`config.mk`:
```
export PLATFORM = sky130hd
export DESIGN_NAME = fetch_stage
export DESIGN_NICKNAME = d
export VERILOG_FILES = /design/src/rtl/fetch_stage_pkg.sv /design/src/rtl/fetch_skid.sv /design/src/rtl/fetch_stage.sv
export SDC_FILE = /design/constraint.sdc
export NUM_CORES = 1
export LEC_CHECK = 0
export CAP_MARGIN = 20
export CORE_UTILIZATION = 59
export CTS_BUF_LIST = sky130_fd_sc_hd__clkbuf_4 sky130_fd_sc_hd__clkbuf_8
export CTS_CLUSTER_SIZE = 24
export DETAILED_ROUTE_END_ITERATION = 8
export PLACE_DENSITY = 0.95
export SLEW_MARGIN = 20
export SYNTH_ARGS = -nofsm -noshare
export SYNTH_HDL_FRONTEND = slang
export SYNTH_SLANG_ARGS = --single-unit
```
`constraint.sdc`:
```
create_clock -name clk -period 9.73 [get_ports clk]
set_clock_uncertainty 0.1 [all_clocks]
set_input_delay 1.4595 -clock clk [delete_from_list [all_inputs] [get_ports clk]]
set_output_delay 1.4595 -clock clk [all_outputs]
set_load 0.01 [all_outputs]
```
`src/rtl/fetch_stage_pkg.sv`:
```
// rtl/fetch_stage_pkg.sv - shared types and widths for the instruction-fetch stage
package fetch_stage_pkg;

    localparam int FS_ISIZE = 16;

    typedef enum logic [1:0] {
        FS_RUN  = 2'b00,
        FS_BUF  = 2'b01,
        FS_DROP = 2'b10
    } fs_state_t;

endpackage

```
`src/rtl/fetch_skid.sv`:
```
// rtl/fetch_skid.sv - one-entry {valid, inst, pc} skid buffer for decode stalls
module fetch_skid #(
    parameter int W = 16
) (
    input  logic         clk,
    input  logic         rst,
    input  logic         i_load,
    input  logic         i_unload,
    input  logic         i_clear,
    input  logic [W-1:0] i_inst,
    input  logic [W-1:0] i_pc,
    output logic         o_valid,
    output logic [W-1:0] o_inst,
    output logic [W-1:0] o_pc
);

    logic         r_valid;
    logic [W-1:0] r_inst;
    logic [W-1:0] r_pc;

    // occupancy flag: clear/unload win over load so a squash can never leave a stale entry
    always_ff @(posedge clk or posedge rst) begin
        if (rst) begin
            r_valid <= 1'b0;
        end else if (i_clear || i_unload) begin
            r_valid <= 1'b0;
        end else if (i_load) begin
            r_valid <= 1'b1;
        end
    end

    // payload only moves on load; contents are ignored while r_valid is low
    always_ff @(posedge clk or posedge rst) begin
        if (rst) begin
            r_inst <= '0;
            r_pc   <= '0;
        end else if (i_load && !i_clear) begin
            r_inst <= i_inst;
            r_pc   <= i_pc;
        end
    end

    assign o_valid = r_valid;
    assign o_inst  = r_inst;
    assign o_pc    = r_pc;

endmodule

```
`src/rtl/fetch_stage.sv`:
```
// rtl/fetch_stage.sv - PC, imem request handshake, skid buffer and IF/ID register
module fetch_stage
    import fetch_stage_pkg::*;
#(
    parameter int               ISIZE    = FS_ISIZE,
    parameter logic [ISIZE-1:0] RESET_PC = '0
) (
    input  logic             clk,
    input  logic             rst,
    input  logic             stall_id,
    input  logic             redirect_valid,
    input  logic [ISIZE-1:0] redirect_pc,
    output logic             imem_req,
    output logic [ISIZE-1:0] imem_addr,
    input  logic             imem_ready,
    input  logic [ISIZE-1:0] imem_rdata,
    output logic             if_id_valid,
    output logic [ISIZE-1:0] if_id_inst,
    output logic [ISIZE-1:0] if_id_pc,
    output logic [ISIZE-1:0] if_id_npc
);

    fs_state_t        r_state;
    fs_state_t        w_state_nxt;
    logic [ISIZE-1:0] r_pc;
    logic             r_req;
    logic [ISIZE-1:0] r_addr;
    logic             r_valid;
    logic [ISIZE-1:0] r_inst;
    logic [ISIZE-1:0] r_ipc;
    logic [ISIZE-1:0] r_npc;

    logic [ISIZE-1:0] w_pc_nxt;
    logic             w_req_nxt;
    logic [ISIZE-1:0] w_addr_nxt;
    logic             w_ifid_load;
    logic             w_ifid_kill;
    logic             w_ifid_from_skid;
    logic             w_skid_load;
    logic             w_skid_unload;
    logic             w_skid_clear;
    logic             w_skid_valid;
    logic [ISIZE-1:0] w_skid_inst;
    logic [ISIZE-1:0] w_skid_pc;
    logic [ISIZE-1:0] w_pc_inc;
    logic [ISIZE-1:0] w_ld_inst;
    logic [ISIZE-1:0] w_ld_pc;
    logic [ISIZE-1:0] w_ld_npc;

    // pc+1 wraps naturally modulo 2^ISIZE
    assign w_pc_inc  = r_pc + ISIZE'(1);
    assign w_ld_inst = w_ifid_from_skid ? w_skid_inst : imem_rdata;
    assign w_ld_pc   = w_ifid_from_skid ? w_skid_pc   : r_pc;
    assign w_ld_npc  = w_ld_pc + ISIZE'(1);

    fetch_skid #(.W(ISIZE)) u_skid (
        .clk      (clk),
        .rst      (rst),
        .i_load   (w_skid_load),
        .i_unload (w_skid_unload),
        .i_clear  (w_skid_clear),
        .i_inst   (imem_rdata),
        .i_pc     (r_pc),
        .o_valid  (w_skid_valid),
        .o_inst   (w_skid_inst),
        .o_pc     (w_skid_pc)
    );

    // FSM state register
    always_ff @(posedge clk or posedge rst) begin
        if (rst) begin
            r_state <= FS_RUN;
        end else begin
            r_state <= w_state_nxt;
        end
    end

    // next state: a redirect with an uncancellable request in flight parks in DROP
    always_comb begin
        w_state_nxt = r_state;
        case (r_state)
            FS_RUN: begin
                if (redirect_valid) begin
                    w_state_nxt = (r_req && !imem_ready) ? FS_DROP : FS_RUN;
                end else if (r_req && imem_ready && stall_id) begin
                    w_state_nxt = FS_BUF;
                end
            end
            FS_BUF: begin
                if (redirect_valid || !stall_id) begin
                    w_state_nxt = FS_RUN;
                end
            end
            FS_DROP: begin
                if (imem_ready) begin
                    w_state_nxt = FS_RUN;
                end
            end
            default: w_state_nxt = FS_RUN;
        endcase
    end

    // datapath controls: pc, next request, IF/ID load/flush and skid moves
    always_comb begin
        w_pc_nxt         = r_pc;
        w_req_nxt        = r_req;
        w_addr_nxt       = r_addr;
        w_ifid_load      = 1'b0;
        w_ifid_kill      = 1'b0;
        w_ifid_from_skid = 1'b0;
        w_skid_load      = 1'b0;
        w_skid_unload    = 1'b0;
        w_skid_clear     = 1'b0;
        case (r_state)
            FS_RUN: begin
                if (redirect_valid) begin
                    w_ifid_kill  = 1'b1;
                    w_skid_clear = 1'b1;
                    w_pc_nxt     = redirect_pc;
                    if (!(r_req && !imem_ready)) begin
                        w_req_nxt  = 1'b1;
                        w_addr_nxt = redirect_pc;
                    end
                end else if (!r_req) begin
                    w_req_nxt   = 1'b1;
                    w_addr_nxt  = r_pc;
                    w_ifid_kill = !stall_id;
                end else if (imem_ready) begin
                    w_pc_nxt = w_pc_inc;
                    if (!stall_id) begin
                        w_ifid_load = 1'b1;
                        w_req_nxt   = 1'b1;
                        w_addr_nxt  = w_pc_inc;
                    end else begin
                        w_skid_load = 1'b1;
                        w_req_nxt   = 1'b0;
                    end
                end else begin
                    w_ifid_kill = !stall_id;
                end
            end
            FS_BUF: begin
                if (redirect_valid) begin
                    w_ifid_kill  = 1'b1;
                    w_skid_clear = 1'b1;
                    w_pc_nxt     = redirect_pc;
                    w_req_nxt    = 1'b1;
                    w_addr_nxt   = redirect_pc;
                end else if (!stall_id) begin
                    w_ifid_load      = w_skid_valid;
                    w_ifid_from_skid = 1'b1;
                    w_skid_unload    = 1'b1;
                    w_req_nxt        = 1'b1;
                    w_addr_nxt       = r_pc;
                end
            end
            FS_DROP: begin
                w_ifid_kill = 1'b1;
                if (redirect_valid) begin
                    w_pc_nxt = redirect_pc;
                end
                if (imem_ready) begin
                    w_req_nxt  = 1'b1;
                    w_addr_nxt = redirect_valid ? redirect_pc : r_pc;
                end
            end
            default: begin
                w_ifid_kill = 1'b1;
            end
        endcase
    end

    // PC and request registers; imem_addr only changes when a new request starts
    always_ff @(posedge clk or posedge rst) begin
        if (rst) begin
            r_pc   <= RESET_PC;
            r_req  <= 1'b0;
            r_addr <= RESET_PC;
        end else begin
            r_pc   <= w_pc_nxt;
            r_req  <= w_req_nxt;
            r_addr <= w_addr_nxt;
        end
    end

    // IF/ID register: load, flush to bubble, or hold
    always_ff @(posedge clk or posedge rst) begin
        if (rst) begin
            r_valid <= 1'b0;
            r_inst  <= '0;
            r_ipc   <= '0;
            r_npc   <= '0;
        end else if (w_ifid_load) begin
            r_valid <= 1'b1;
            r_inst  <= w_ld_inst;
            r_ipc   <= w_ld_pc;
            r_npc   <= w_ld_npc;
        end else if (w_ifid_kill) begin
            r_valid <= 1'b0;
        end
    end

    assign imem_req    = r_req;
    assign imem_addr   = r_addr;
    assign if_id_valid = r_valid;
    assign if_id_inst  = r_inst;
    assign if_id_pc    = r_ipc;
    assign if_id_npc   = r_npc;

endmodule

```
==> results.json <==
{
  "status": "completed",
  "worst_setup_path_end_kind": "flip-flop",
  "power.ir.vdd_worst_mv": 0.208,
  "cts-buffers-inserted": 17,
  "tritoncts": "yes",
  "area_growth_syn_to_layout_pct": 25.3,
  "synth_edf_count": 0,
  "synth_flop_cell": "sky130_fd_sc_hd__dfrtp_1",
  "final_period_minus_worst_setup_slack_ns": 4.64,
  "via_count": 5136,
  "yosys.area.top_type": "sky130_fd_sc_hd__dfrtp_1",
  "synth_cells": 612,
  "htree_num_levels": 4,
  "synthTopCellsByArea": "sky130_fd_sc_hd__dfrtp_1 49%, sky130_fd_sc_hd__mux2_2 6.9%, sky130_fd_sc_hd__mux2i_1 6.8%, sky130_fd_sc_hd__nand2_1 4.9%, sky130_fd_sc_hd__o21ai_0 4.6%",
  "synthDistinctLibCells": 57,
  "critical_path.startpoint_type": "input pin",
  "post_route_fraction_of_the_period_consumed_by_the_critical_path_pct": 47.7,
  "initial_utilization_pct": 61.1,
  "finalHoldViolCount": 0,
  "routedWlPerCell_um": 18.9,
  "layer_with_the_highest_usage": "met2",
  "r2r.worst_path.cells": 8,
  "power.density_cell_area_nw_per_um2": 326,
  "synth.cell_area_sq_um": 6000,
  "port_buffers": 102,
  "vias_in_the_first_global_route": 5132,
  "insertion_delay_ns": 0.44,
  "cts_setup_buffers": 0,
  "n_antenna_cell": 0,
  "maxClockFrequency_ghz": 0.216,
  "fillerInstances": 661,
  "p_leak_uw": 0.00307,
  "post_cts_resize_count": 0,
  "globalRoute.totalOverflow": 0,
  "rsz_0062_raised_after_global_routing": "false",
  "placementRows": 36,
  "finalSetupViolations": 0,
  "maximum_fanout_along_the_worst_path": 43,
  "drive_gt1_share_pct": 12.3,
  "synth-seq-area-share_pct": 48.8,
  "globalRouteTotalUtil_pct": 32.0,
  "timing_worst_slew_pin_value_ns": 0.993,
  "grtUsageMet2_pct": 54.8,
  "postRouteWirelength_mm": 15.8,
  "number_of_antenna_violations_at_the_first_check_in_global_routing": 0,
  "holdBufCountCts": 0,
  "worstPathRequired_ns": 9.95,
  "firstDrtPassIters": 5,
  "die_h_um": 103,
  "report.final.slew_viol_count": 0,
  "drc": 0,
  "core_region_area_sq_um": 9820,
  "number_of_sinks_on_the_clock_net": 117,
  "worst_ep_arrival_time_ns": 4.86,
  "worst_slack_ns": 5.09,
  "gp_congestion": 0.885,
  "clockRootBuffer": "sky130_fd_sc_hd__clkbuf_8",
  "clk_transition_reported_paths_ns": 0.06,
  "post-dp-hpwl_mm": 10.7,
  "place_worst_setup_slack_ns": 4.75,
  "num_io_pins": 103,
  "met3_usage_pct": 6.98,
  "global_route.usage.met1_pct": 38.2,
  "final_antenna_net_count": 0,
  "viasPerCell": 6.15,
  "layoutNonFillerInstCount": 835,
  "final_net_count": 732,
  "largest_net_degree_at_the_start_of_global_routing": 79,
  "synth_top_cell_area_share_pct": 48.8,
  "yosys_register_bits": 117,
  "worst_hold_path.num_cells": 2,
  "hold_path_class": "reg -> reg",
  "syn-num-nets": 654,
  "fp.dieW_um": 103,
  "slew_limit_headroom_pct": 33.2,
  "clock_path_buffers": 2,
  "dp.cells": 802,
  "maxCapViolations": 0,
  "worstSetupPathType": "in -> reg",
  "grt_pass1_wl_mm": 25.3,
  "design_power_total_uw": 2450,
  "setup_tns_ns": 0,
  "ys_warn_count": 0,
  "synthArstFlopShare_pct": 100,
  "floorplan.die_area_sq_um": 10600,
  "synth.avg_cell_area_sq_um": 9.81,
  "drt_first_iter_violations": 342
}
## power by group
part | internal, uW | leakage (uW) | switching [uW] | total (uW)
combinational | 520 | 0.00146 | 534 | 1050
clock | 269 | 0.000206 | 194 | 463
sequential | 718 | 0.00140 | 214 | 932
total | 1510 | 0.00306 | 942 | 2450
## path summary, 6_finish.rpt
| check | start | endpoint | slack [ns] |
|---|---|---|---|
| max in group asynchronous | rst | u_skid.o_pc[10] | 6.84 |
| hold reg to reg | imem_addr[11] | imem_addr[11] | 0.38 |
| hold / removal | imem_addr[11] | imem_addr[11] | 0.38 |
| setup / recovery | stall_id | if_id_npc[15] | 5.09 |
| setup reg to reg | r_state[1] | if_id_npc[15] | 6.05 |
| min in group asynchronous | rst | u_skid.o_inst[6] | 1.31 |
## metrics by stage
step	hold slack, ns	utilization, %	instance area [sq um]
final	0.382	76.6	7520
after global routing	0.407	76.6	7520
after CTS	0.384	76.0	7470
after detailed placement	0.368	71.9	7060
after global placement	0.364	71.9	7060
after floorplan	0.374	-	6000
## critical path, cell delays in order
cell and delay (ns):
sky130_fd_sc_hd__clkdlybuf4s50_1 0.66, sky130_fd_sc_hd__nor3b_4 0.26, sky130_fd_sc_hd__buf_4 0.57, sky130_fd_sc_hd__mux2_4 0.40, sky130_fd_sc_hd__or4_1 0.79, sky130_fd_sc_hd__o31a_1 0.39, sky130_fd_sc_hd__o31ai_1 0.29
## state kept, by name, summed over array words and instances (netlist names)
name            cells
if_id_npc          16
imem_addr          16
r_pc               16
if_id_valid         1
u_skid.o_pc        16
u_skid.o_inst      16
r_state             2
if_id_inst         16
if_id_pc           16
imem_req            1
u_skid.o_valid      1
## layout by cell type, fill, tap and decap left out, types with 3 or more instances in the layout
cell type                         count
sky130_fd_sc_hd__dfrtp_1            117
sky130_fd_sc_hd__clkdlybuf4s50_1    102
sky130_fd_sc_hd__nand2_1             79
sky130_fd_sc_hd__o21ai_0             55
sky130_fd_sc_hd__mux2i_1             41
sky130_fd_sc_hd__a21oi_1             40
sky130_fd_sc_hd__nor2_1              38
sky130_fd_sc_hd__mux2_2              37
sky130_fd_sc_hd__clkbuf_8            18
sky130_fd_sc_hd__xnor2_1             13
sky130_fd_sc_hd__nand4_1             12
sky130_fd_sc_hd__nand3_1             11
sky130_fd_sc_hd__o31ai_1              9
sky130_fd_sc_hd__nor3_1               8
sky130_fd_sc_hd__nor4_1               7
sky130_fd_sc_hd__buf_4                7
sky130_fd_sc_hd__inv_1                5
sky130_fd_sc_hd__nor2b_1              5
sky130_fd_sc_hd__o211ai_1             5
sky130_fd_sc_hd__and3_1               5
sky130_fd_sc_hd__o31a_1               5
sky130_fd_sc_hd__o22ai_1              5
sky130_fd_sc_hd__ha_1                 5
sky130_fd_sc_hd__xor2_1               4
sky130_fd_sc_hd__clkbuf_4             4
sky130_fd_sc_hd__and2_1               3
sky130_fd_sc_hd__nand2b_1             3
sky130_fd_sc_hd__a31oi_1              3
sky130_fd_sc_hd__a21o_1               3
sky130_fd_sc_hd__a22oi_1              3
sky130_fd_sc_hd__or4_1                3
sky130_fd_sc_hd__o21a_1               3
sky130_fd_sc_hd__clkinv_2             3
sky130_fd_sc_hd__bufinv_16            3
## area by class of cell
class | count | area [sq um] | area share (%)
Clock buffer | 22 | 278 | 3.69
Clock inverter | 9 | 129 | 1.71
Inverter | 7 | 28.8 | 0.383
Multi-Input combinational cell | 436 | 2860 | 38.1
Sequential cell | 117 | 2930 | 38.9
Tap cell | 133 | 166 | 2.21
Timing Repair Buffer | 111 | 1130 | 15.0
## kinds of logic after synthesis
family	Yosys count	share of synthesized area, %
buffers and inverters	59	4.13
muxes	79	14.0
and+or+nand+nor	182	14.0
xor gates and xnor gates	17	2.48
DFF	117	48.8
adders and majority gates	5	1.04
AOI/OAI and AO/OA	153	15.5
## cell usage after synthesis, types with 7 or more instances
library cell / instances
sky130_fd_sc_hd__dfrtp_1: 117
sky130_fd_sc_hd__nand2_1: 79
sky130_fd_sc_hd__o21ai_0: 55
sky130_fd_sc_hd__mux2i_1: 41
sky130_fd_sc_hd__a21oi_1: 40
sky130_fd_sc_hd__nor2_1: 38
sky130_fd_sc_hd__mux2_2: 37
sky130_fd_sc_hd__clkbuf_1: 36
sky130_fd_sc_hd__xnor2_1: 13
sky130_fd_sc_hd__nand4_1: 12
sky130_fd_sc_hd__nand3_1: 11
sky130_fd_sc_hd__o31ai_1: 9
sky130_fd_sc_hd__buf_2: 8
sky130_fd_sc_hd__nor3_1: 8
sky130_fd_sc_hd__nor4_1: 7
## layer usage
metal  routed length [um]  part of all wire, %
met1                 6130                   39
met2                 8140                   52
met3                  990                  6.3
met4                  539                  3.4
met5                    0                    0
No activity file was read; power rests on OpenSTA's default activity.
